[config.mk]
export PLATFORM = sky130hd
export DESIGN_NAME = data_memory_mmio
export DESIGN_NICKNAME = d
export VERILOG_FILES = /design/src/rtl/data_memory_mmio_pkg.sv /design/src/rtl/mmio_switch_sync.sv /design/src/rtl/data_memory_mmio.sv
export SDC_FILE = /design/constraint.sdc
export NUM_CORES = 2
export LEC_CHECK = 0
export CAP_MARGIN = 40
export CORE_UTILIZATION = 40
export CTS_BUF_LIST = sky130_fd_sc_hd__clkbuf_4 sky130_fd_sc_hd__clkbuf_8
export CTS_CLUSTER_DIAMETER = 150
export CTS_CLUSTER_SIZE = 14
export DETAILED_ROUTE_END_ITERATION = 12
export GPL_TIMING_DRIVEN = 0
export HOLD_SLACK_MARGIN = 0.03
export PLACE_DENSITY = 0.67
export SLEW_MARGIN = 20
export SYNTH_ARGS = -nofsm -noshare
export SYNTH_HDL_FRONTEND = slang
export SYNTH_HIERARCHICAL = 1
export SYNTH_SLANG_ARGS = --single-unit
[constraint.sdc]
create_clock -name clock -period 11.96 [get_ports clock]
set_input_delay 2.99 -clock clock [delete_from_list [all_inputs] [get_ports clock]]
set_output_delay 2.99 -clock clock [all_outputs]
set_load 0.01 [all_outputs]
[src/rtl/data_memory_mmio_pkg.sv]
// data_memory_mmio_pkg: shared FSM states, MMIO offsets and debounce length
package data_memory_mmio_pkg;
  typedef enum logic [1:0] {ST_IDLE, ST_WAIT, ST_RESP} state_t;
  localparam int SW_OFFSET = 0;
  localparam int LED_OFFSET = 1;
  localparam int DEBOUNCE_LEN = 4;
endpackage

[src/rtl/mmio_switch_sync.sv]
// mmio_switch_sync: two-flop switch synchroniser with optional debounce
// Ports: clock, reset (sync, active-high), d (async switches), q (synchronised).
// Optional: DMEM_SW_DEBOUNCE_EN makes each bit wait for DEBOUNCE_LEN stable cycles.
module mmio_switch_sync #(
  parameter int W = 18
) (
  input  logic         clock,
  input  logic         reset,
  input  logic [W-1:0] d,
  output logic [W-1:0] q
);
  logic [W-1:0] s1, s2;
  always_ff @(posedge clock) begin
    if (reset) begin
      s1 <= '0;
      s2 <= '0;
    end else begin
      s1 <= d;
      s2 <= s1;
    end
  end
`ifdef DMEM_SW_DEBOUNCE_EN
  import data_memory_mmio_pkg::*;
  logic [2:0] cnt [W];
  // A bit moves only after its synchronised value has disagreed with q for
  // DEBOUNCE_LEN consecutive cycles; any return to q restarts the count.
  always_ff @(posedge clock) begin
    for (int i = 0; i < W; i++) begin
      if (reset) begin
        cnt[i] <= '0;
        q[i]   <= 1'b0;
      end else if (s2[i] == q[i]) begin
        cnt[i] <= '0;
      end else if (cnt[i] == 3'(DEBOUNCE_LEN - 1)) begin
        cnt[i] <= '0;
        q[i]   <= s2[i];
      end else begin
        cnt[i] <= cnt[i] + 3'd1;
      end
    end
  end
`else
  assign q = s2;
`endif
endmodule

[src/rtl/data_memory_mmio.sv]
// data_memory_mmio: word-addressed RAM plus switch/LED MMIO behind a wait-state FSM
// Ports: clock, reset (sync, active-high); req_valid/req_ready/req_write/req_addr/
// req_wdata request channel; resp_valid/resp_rdata/resp_err response pulse;
// switches (async in), leds (registered out).
// Map: 0..DEPTH-1 RAM, DEPTH switches (RO), DEPTH+1 LEDs (RW), rest illegal.
// Optional: DMEM_SW_DEBOUNCE_EN enables switch debouncing in mmio_switch_sync.
module data_memory_mmio
  import data_memory_mmio_pkg::*;
#(
  parameter int DATA_W      = 64,
  parameter int DEPTH       = 64,
  parameter int SW_W        = 18,
  parameter int LED_W       = 27,
  parameter int WAIT_STATES = 1,
  localparam int AW         = $clog2(DEPTH) + 1
) (
  input  logic              clock,
  input  logic              reset,
  input  logic              req_valid,
  output logic              req_ready,
  input  logic              req_write,
  input  logic [AW-1:0]     req_addr,
  input  logic [DATA_W-1:0] req_wdata,
  output logic              resp_valid,
  output logic [DATA_W-1:0] resp_rdata,
  output logic              resp_err,
  input  logic [SW_W-1:0]   switches,
  output logic [LED_W-1:0]  leds
);
  state_t            st;
  logic [3:0]        cnt;
  logic [AW-1:0]     a_q;
  logic              w_q;
  logic [DATA_W-1:0] d_q;
  logic [SW_W-1:0]   sw_s;
  logic [DATA_W-1:0] mem [DEPTH];
  logic              is_ram, is_sw, is_led, err;
  mmio_switch_sync #(.W(SW_W)) u_sync (
    .clock(clock),
    .reset(reset),
    .d    (switches),
    .q    (sw_s)
  );
  assign req_ready = st == ST_IDLE;
  // Decode works on the captured address, so it stays valid through WAIT/RESP.
  always_comb begin
    is_ram = !a_q[AW-1];
    is_sw  = a_q == AW'(DEPTH + SW_OFFSET);
    is_led = a_q == AW'(DEPTH + LED_OFFSET);
    err    = !(is_ram || is_sw || is_led) || (is_sw && w_q);
  end
  assign resp_valid = st == ST_RESP;
  assign resp_err   = resp_valid && err;
  assign resp_rdata = (!resp_valid || w_q || err) ? '0 :
                      is_ram ? mem[a_q[AW-2:0]] :
                      is_sw  ? DATA_W'(sw_s) : DATA_W'(leds);
  always_ff @(posedge clock) begin
    if (reset) begin
      st   <= ST_IDLE;
      cnt  <= '0;
      leds <= '0;
    end else if (req_valid && req_ready) begin
      a_q <= req_addr;
      w_q <= req_write;
      d_q <= req_wdata;
      cnt <= '0;
      st  <= WAIT_STATES > 0 ? ST_WAIT : ST_RESP;
    end else if (st == ST_WAIT) begin
      cnt <= cnt + 4'd1;
      st  <= cnt == 4'(WAIT_STATES - 1) ? ST_RESP : ST_WAIT;
    end else if (st == ST_RESP) begin
      st <= ST_IDLE;
      if (w_q && is_led) leds <= d_q[LED_W-1:0];
    end
  end
  // RAM is never cleared; a reset on the commit edge cancels the write.
  always_ff @(posedge clock) begin
    if (!reset && st == ST_RESP && w_q && is_ram) mem[a_q[AW-2:0]] <= d_q;
  end
endmodule

# [Word level (Yosys, flattened, before mapping)]
# Memory sizes are Yosys's and may differ from the RTL's. A register that Yosys moved wholly into a read port is not among the register bits.
# Index checks and enable logic that the tools add are counted.
[classes] add_sub_neg=1 eq_ne=4 n_mux=10 bitwise_logic=3 n_reduce_logical=23
[ops] op="2-to-1 mux 64 bit" count=2
[ops] op="2-to-1 mux 27 bit" count=1
[ops] op="equality test 7 bit (second input constant)" count=2
[ops] op="logical AND 1 bit" count=7
[ops] op="2-to-1 mux 2 bit" count=3
[ops] op="2-to-1 mux 6 bit" count=1
[ops] op="logical OR 1 bit" count=5
[ops] op="adder 4 x 1 -> 4 bit (second input constant)" count=1
[ops] op="logical NOT 1 bit" count=4
[ops] op="logical NOT 4 bit" count=1
[ops] op="AND reduction 4 bit" count=1
[ops] op="2-to-1 mux 1 bit" count=3
[ops] op="NOT 1 bit" count=3
[ops] op="nonzero test 3 bit" count=1
[ops] op="equality test 2 x 1 -> 1 bit (second input constant)" count=1
[ops] op="equality test 2 bit (second input constant)" count=1
[ops] op="logical NOT 2 bit" count=1
[ops] op="AND reduction 2 bit" count=1
[ops] op="nonzero test 2 bit" count=1
[ops] op="OR reduction 2 bit" count=1
[word_totals] ff_bits=141 mem_bits_rw=4096 inputBits=93 out_inout_bits=94 n_memories=1
[mem_list] name="mem" words=64 word_bits=64 read_ports=1 rd_clocked_by_memory_dff=1 write_ports=1 line_no="data_memory_mmio.sv:36" rtl="logic [DATA_W-1:0] mem [DEPTH];"

# [Logic depth before layout (Yosys ltp)]
[depth] ltp_word=7 ltp_mapped=11 mapped_depth_nobuf=7

# [By module]
# The synthesis kept the hierarchy.
[by_module_without_submodules] module="data_memory_mmio" n_inst=1 cells_each=6960 area_per_inst_um2=159282.8
[by_module_without_submodules] module="mmio_switch_sync" n_inst=1 cells_each=75 area_per_inst_um2=994.7

# [Least setup slack after synthesis]
# OpenSTA, ideal clock, no wires.
[synth_timing] kind="input to register" from="in reset" to="mem mem[30][0], enable pin" t_arrival_ns=6.767 required_ns=11.473 setup_slack_ns=4.707 stages=4 path_buffers=0 cell_sequence="or4b_2 nor2_1 nand3_1 nor2_1"
[synth_between] elab_chain_cells=6
[synth_lines] element="from (decl)" line_no="data_memory_mmio.sv:18" rtl="input logic reset,"
[synth_lines] element="logical NOT 1 bit" line_no="data_memory_mmio.sv:78" rtl="if (!reset && st == ST_RESP && w_q && is_ram) mem[a_q[AW-2:0]] <= d_q;"
[synth_lines] element="logical AND 1 bit (3 in a row)" line_no="data_memory_mmio.sv:78"
[synth_lines] element="2-to-1 mux 1 bit" line_no="data_memory_mmio.sv:78"
[synth_lines] element="2-to-1 mux 1 bit (not written as such)" line_no="data_memory_mmio.sv:78"
[synth_lines] element="to (decl)" line_no="data_memory_mmio.sv:36"
# Every way passes these cells.

==> flow_metrics.py <==
metrics = {
    "synthesis": {
        "synth.yosys.warnings": 6,
        "synth_fp_nets": 7133,
        "ys_seq_area_frac": 0.790,
        "synth.avg_cell_area_um2": 22.8,
        "yosys_most_used_dff": "sky130_fd_sc_hd__edfxtp_1",
        "yosys-top-cells-area": "sky130_fd_sc_hd__edfxtp_1 78%, sky130_fd_sc_hd__mux4_2 14%, sky130_fd_sc_hd__mux2i_1 1.2%",
        "synth-edff-count": 4168,
        "ys_seq_elements": 4243,
        "yosys.area.top_type": "sky130_fd_sc_hd__edfxtp_1",
        "post_synth_inst_count": 7035,
        "async_reset_ff_frac": 0,
        "synth_top_area_share": 0.781,
        "count_of_cell_types_in_the_netlist": 60,
        "mappedNetlistArea_um2": 160000,
    },
    "power": {
        "p_comb_frac": 0.166,
        "vdd.ir_drop.worst_mv": 0.0890,
        "total_leakage_power_nw": 56.7,
        "net-switching-power_mw": 7.62,
        "p_int_mw": 21.2,
        "clkPwrFrac": 0.255,
        "swShare": 0.265,
        "pwr-share-seq": 0.580,
        "p_per_area_nw_per_um2": 156,
    },
    "setup_path": {
        "cpMaxStageDelayCell": "sky130_fd_sc_hd__buf_2",
        "regToRegStartpoint": "st[0]$_SDFFE_PP0P_",
        "critical_path_fanouts_max": 10,
        "worst-endpoint-arrival_ns": 6.17,
        "critical_path_rt_ns": 8.97,
        "cell_by_cell_listing_of_the_critical_path": "buf_4 -> buf_4 -> buf_2 -> buf_2 -> mux4_2 -> a32oi_1 -> nand3_1 -> a32o_1 -> clkdlybuf4s50_1",
        "critical_path.startpoint_type": "flip-flop",
        "crit_end_element": "primary output",
        "critPathMaxStageDelay_ns": 0.70,
        "worstPathBufferInverterCount": 5,
        "cpLargestDelayFamily": "buffers and inverters",
        "critical_path_class": "reg -> out",
    },
    "detailed_routing": {
        "vias": 82800,
        "vias_per_cell": 6.18,
        "detail_route.wl_per_cell_um": 36.1,
        "postRouteWirelength_mm": 484,
        "drt-pass1-iter-count": 7,
        "starting_drt_drc_count": 13500,
        "drc": 0,
        "drtAntennaViolNets": 0,
    },
    "clock_tree": {
        "post_cts_hold_buffer_count": 0,
        "clockBufferDepth": 4,
        "path_clk_slew_ns": 0.11,
        "post_cts_resize_count": 0,
        "root_buffer": "sky130_fd_sc_hd__clkbuf_8",
        "cts_buffers": 341,
        "cts_setup_buffers": 0,
        "tritoncts_num_sinks": 4243,
        "insertion_delay_ns": 1.16,
        "cts_max_level": 5,
        "tritoncts": "done",
    },
    "floorplan": {
        "initial_core_utilization": 0.402,
        "dieHeight_um": 635,
        "die_area_um2": 403000,
        "coreArea_um2": 399000,
        "placement_rows": 232,
        "die_width_um": 635,
        "ios": 187,
    },
    "cells_and_area": {
        "post-route-cell-area_um2": 185000,
        "num-fill-cells": 31900,
        "final_core_util": 0.462,
        "flow.area_growth_from_synthesis_pct": 15.1,
        "seqCellArea_um2": 127000,
        "layout.cells.non_filler": 13400,
        "final_nets": 8173,
        "final_layout_size_suffix_gt1_frac": 0.276,
        "multiInputGateArea_um2": 32100,
    },
    "timing": {
        "final_max_slew_viol_count": 0,
        "setup_viol": 0,
        "tightestPinTransition_ns": 1.00,
        "fin_crit_ns": 9.16,
        "final.setup.worst_slack_ns": 2.80,
        "report.final.hold_viol_count": 0,
        "finClkSkew_ns": 0.0926,
        "final.period_utilization": 0.766,
        "slew_headroom": 0.333,
        "fmax_ghz": 0.109,
        "grt_setup_unrepaired": "false",
        "setup-tns-final_ns": 0,
    },
    "placement": {
        "pre_cts_ws_ns": 4.18,
        "place_area_um2": 179000,
        "dp.cells": 13000,
        "finalWeightedCongestion": 0.854,
        "port_buffers": 186,
        "detailed_placement_hpwl_mm": 347,
    },
    "grt": {
        "gr-total-overflow": 0,
        "first_global_vias": 82600,
        "grt_pass1_wl_mm": 660,
        "maximum_number_of_pins_on_one_net_before_global_route_repair": 34,
        "antenna_found_initial": 40,
        "track_usage": 0.235,
    },
    "outcome": {
        "status": "finished clean",
    },
    "worst_hold_path": {
        "hold_path.class": "reg -> reg",
        "hp-start": "u_sync/s1[13]$_SDFF_PP0_",
    },
    "flow_run": {
        "cap_viol_max_count": 0,
    },
}
## final cells by class
cell class              instances  area share
repair buffers                697      0.0644
flip-flops and latches       4243       0.686
plain buffers                 400      0.0111
clock inverters                22     0.00122
diodes                         16    0.000217
multi-input cells            2383       0.174
well taps                    5265      0.0357
inverters                       9    0.000183
clock buffers                 373      0.0269
## sequential cells by signal, summed over array words and instances (netlist names), named ones only
signal     cells
a_q            7
cnt            4
d_q           64
leds          27
mem         4096
st             2
u_sync/q      18
u_sync/s1     18
w_q            1
## power groups by stage
stage	Clock, mW	Sequential (mW)	Combinational (mW)
after floorplan	0	17.2	2.53
after global placement	0	17.4	4.00
after detailed placement	0	17.0	4.68
after CTS	7.38	16.7	4.69
after global routing	7.86	16.7	4.91
final	7.33	16.7	4.77
## per-stage QoR
stage	total power [mW]	hold slack, ns
2_1_floorplan	19.7	0.414
3_3_place_gp	21.4	0.430
3_5_place_dp	21.7	0.426
4_1_cts	28.8	0.445
5_1_grt	29.5	0.456
6_report	28.8	0.443
## worst register-to-register path: cells and delay by family (launching register included)
kind          cells  cell delay, ns
fa+ha+maj         1            0.65
buf+inv           6            1.20
flops             1            0.34
simple gates      4            2.44
## cells in the final DEF, fill, tap and decap left out, types with 59 or more instances in the layout
cell type                            n
sky130_fd_sc_hd__clkbuf_1          141
sky130_fd_sc_hd__nand3_1            86
sky130_fd_sc_hd__clkdlybuf4s50_1   186
sky130_fd_sc_hd__a21oi_1           131
sky130_fd_sc_hd__buf_16            155
sky130_fd_sc_hd__buf_4              74
sky130_fd_sc_hd__buf_12            147
sky130_fd_sc_hd__a22o_1             88
sky130_fd_sc_hd__mux4_2            970
sky130_fd_sc_hd__clkbuf_8          346
sky130_fd_sc_hd__nor2_1             59
sky130_fd_sc_hd__nand2_1           162
sky130_fd_sc_hd__dfxtp_1            75
sky130_fd_sc_hd__buf_2             159
sky130_fd_sc_hd__mux2i_1           200
sky130_fd_sc_hd__buf_8             147
sky130_fd_sc_hd__edfxtp_1         4168
sky130_fd_sc_hd__nor2_4             66
sky130_fd_sc_hd__a22oi_1           153
## logic make-up after synthesis
logic type / share of synthesized area
AND/OR/NAND/NOR: 0.0140
buffers and inverters: 0.0129
multiplexers: 0.151
XOR/XNOR: 0.000164
AO/OA/AOI/OAI: 0.0309
adder cells (fa/ha/maj): 0.000390
flip-flops: 0.790
## per-layer routing
layer,up-vias,share of wire,track usage
li1,31800,-,-
met1,43900,0.36,0.304
met2,5949,0.46,0.366
met3,1194,0.12,0.0645
met4,18,0.059,0.118
met5,-,0.00053,0.00236
## cell usage after synthesis (all sizes together) (37+ instances only)
cell type	instances
a211oi	53
a21oi	131
a221oi	55
a22o	88
a22oi	153
a31oi	38
buf	245
clkbuf	155
dfxtp	75
edfxtp	4168
mux2	37
mux2i	200
mux4	970
nand2	162
nand3	87
nor2	127
nor2b	38
o22ai	55
## final timing paths
path / to / slack (ns) / depth (start not counted)
hold / removal: u_sync/q[13]$_SDFF_PP0_ / 0.44 / 1
setup / recovery: resp_rdata[11] / 2.80 / 9
hold reg to reg: u_sync/q[13]$_SDFF_PP0_ / 0.44 / 1
setup reg to reg: mem[33][28]$_DFFE_PP_ / 7.02 / 11
Power figures use the tool's default switching activity.
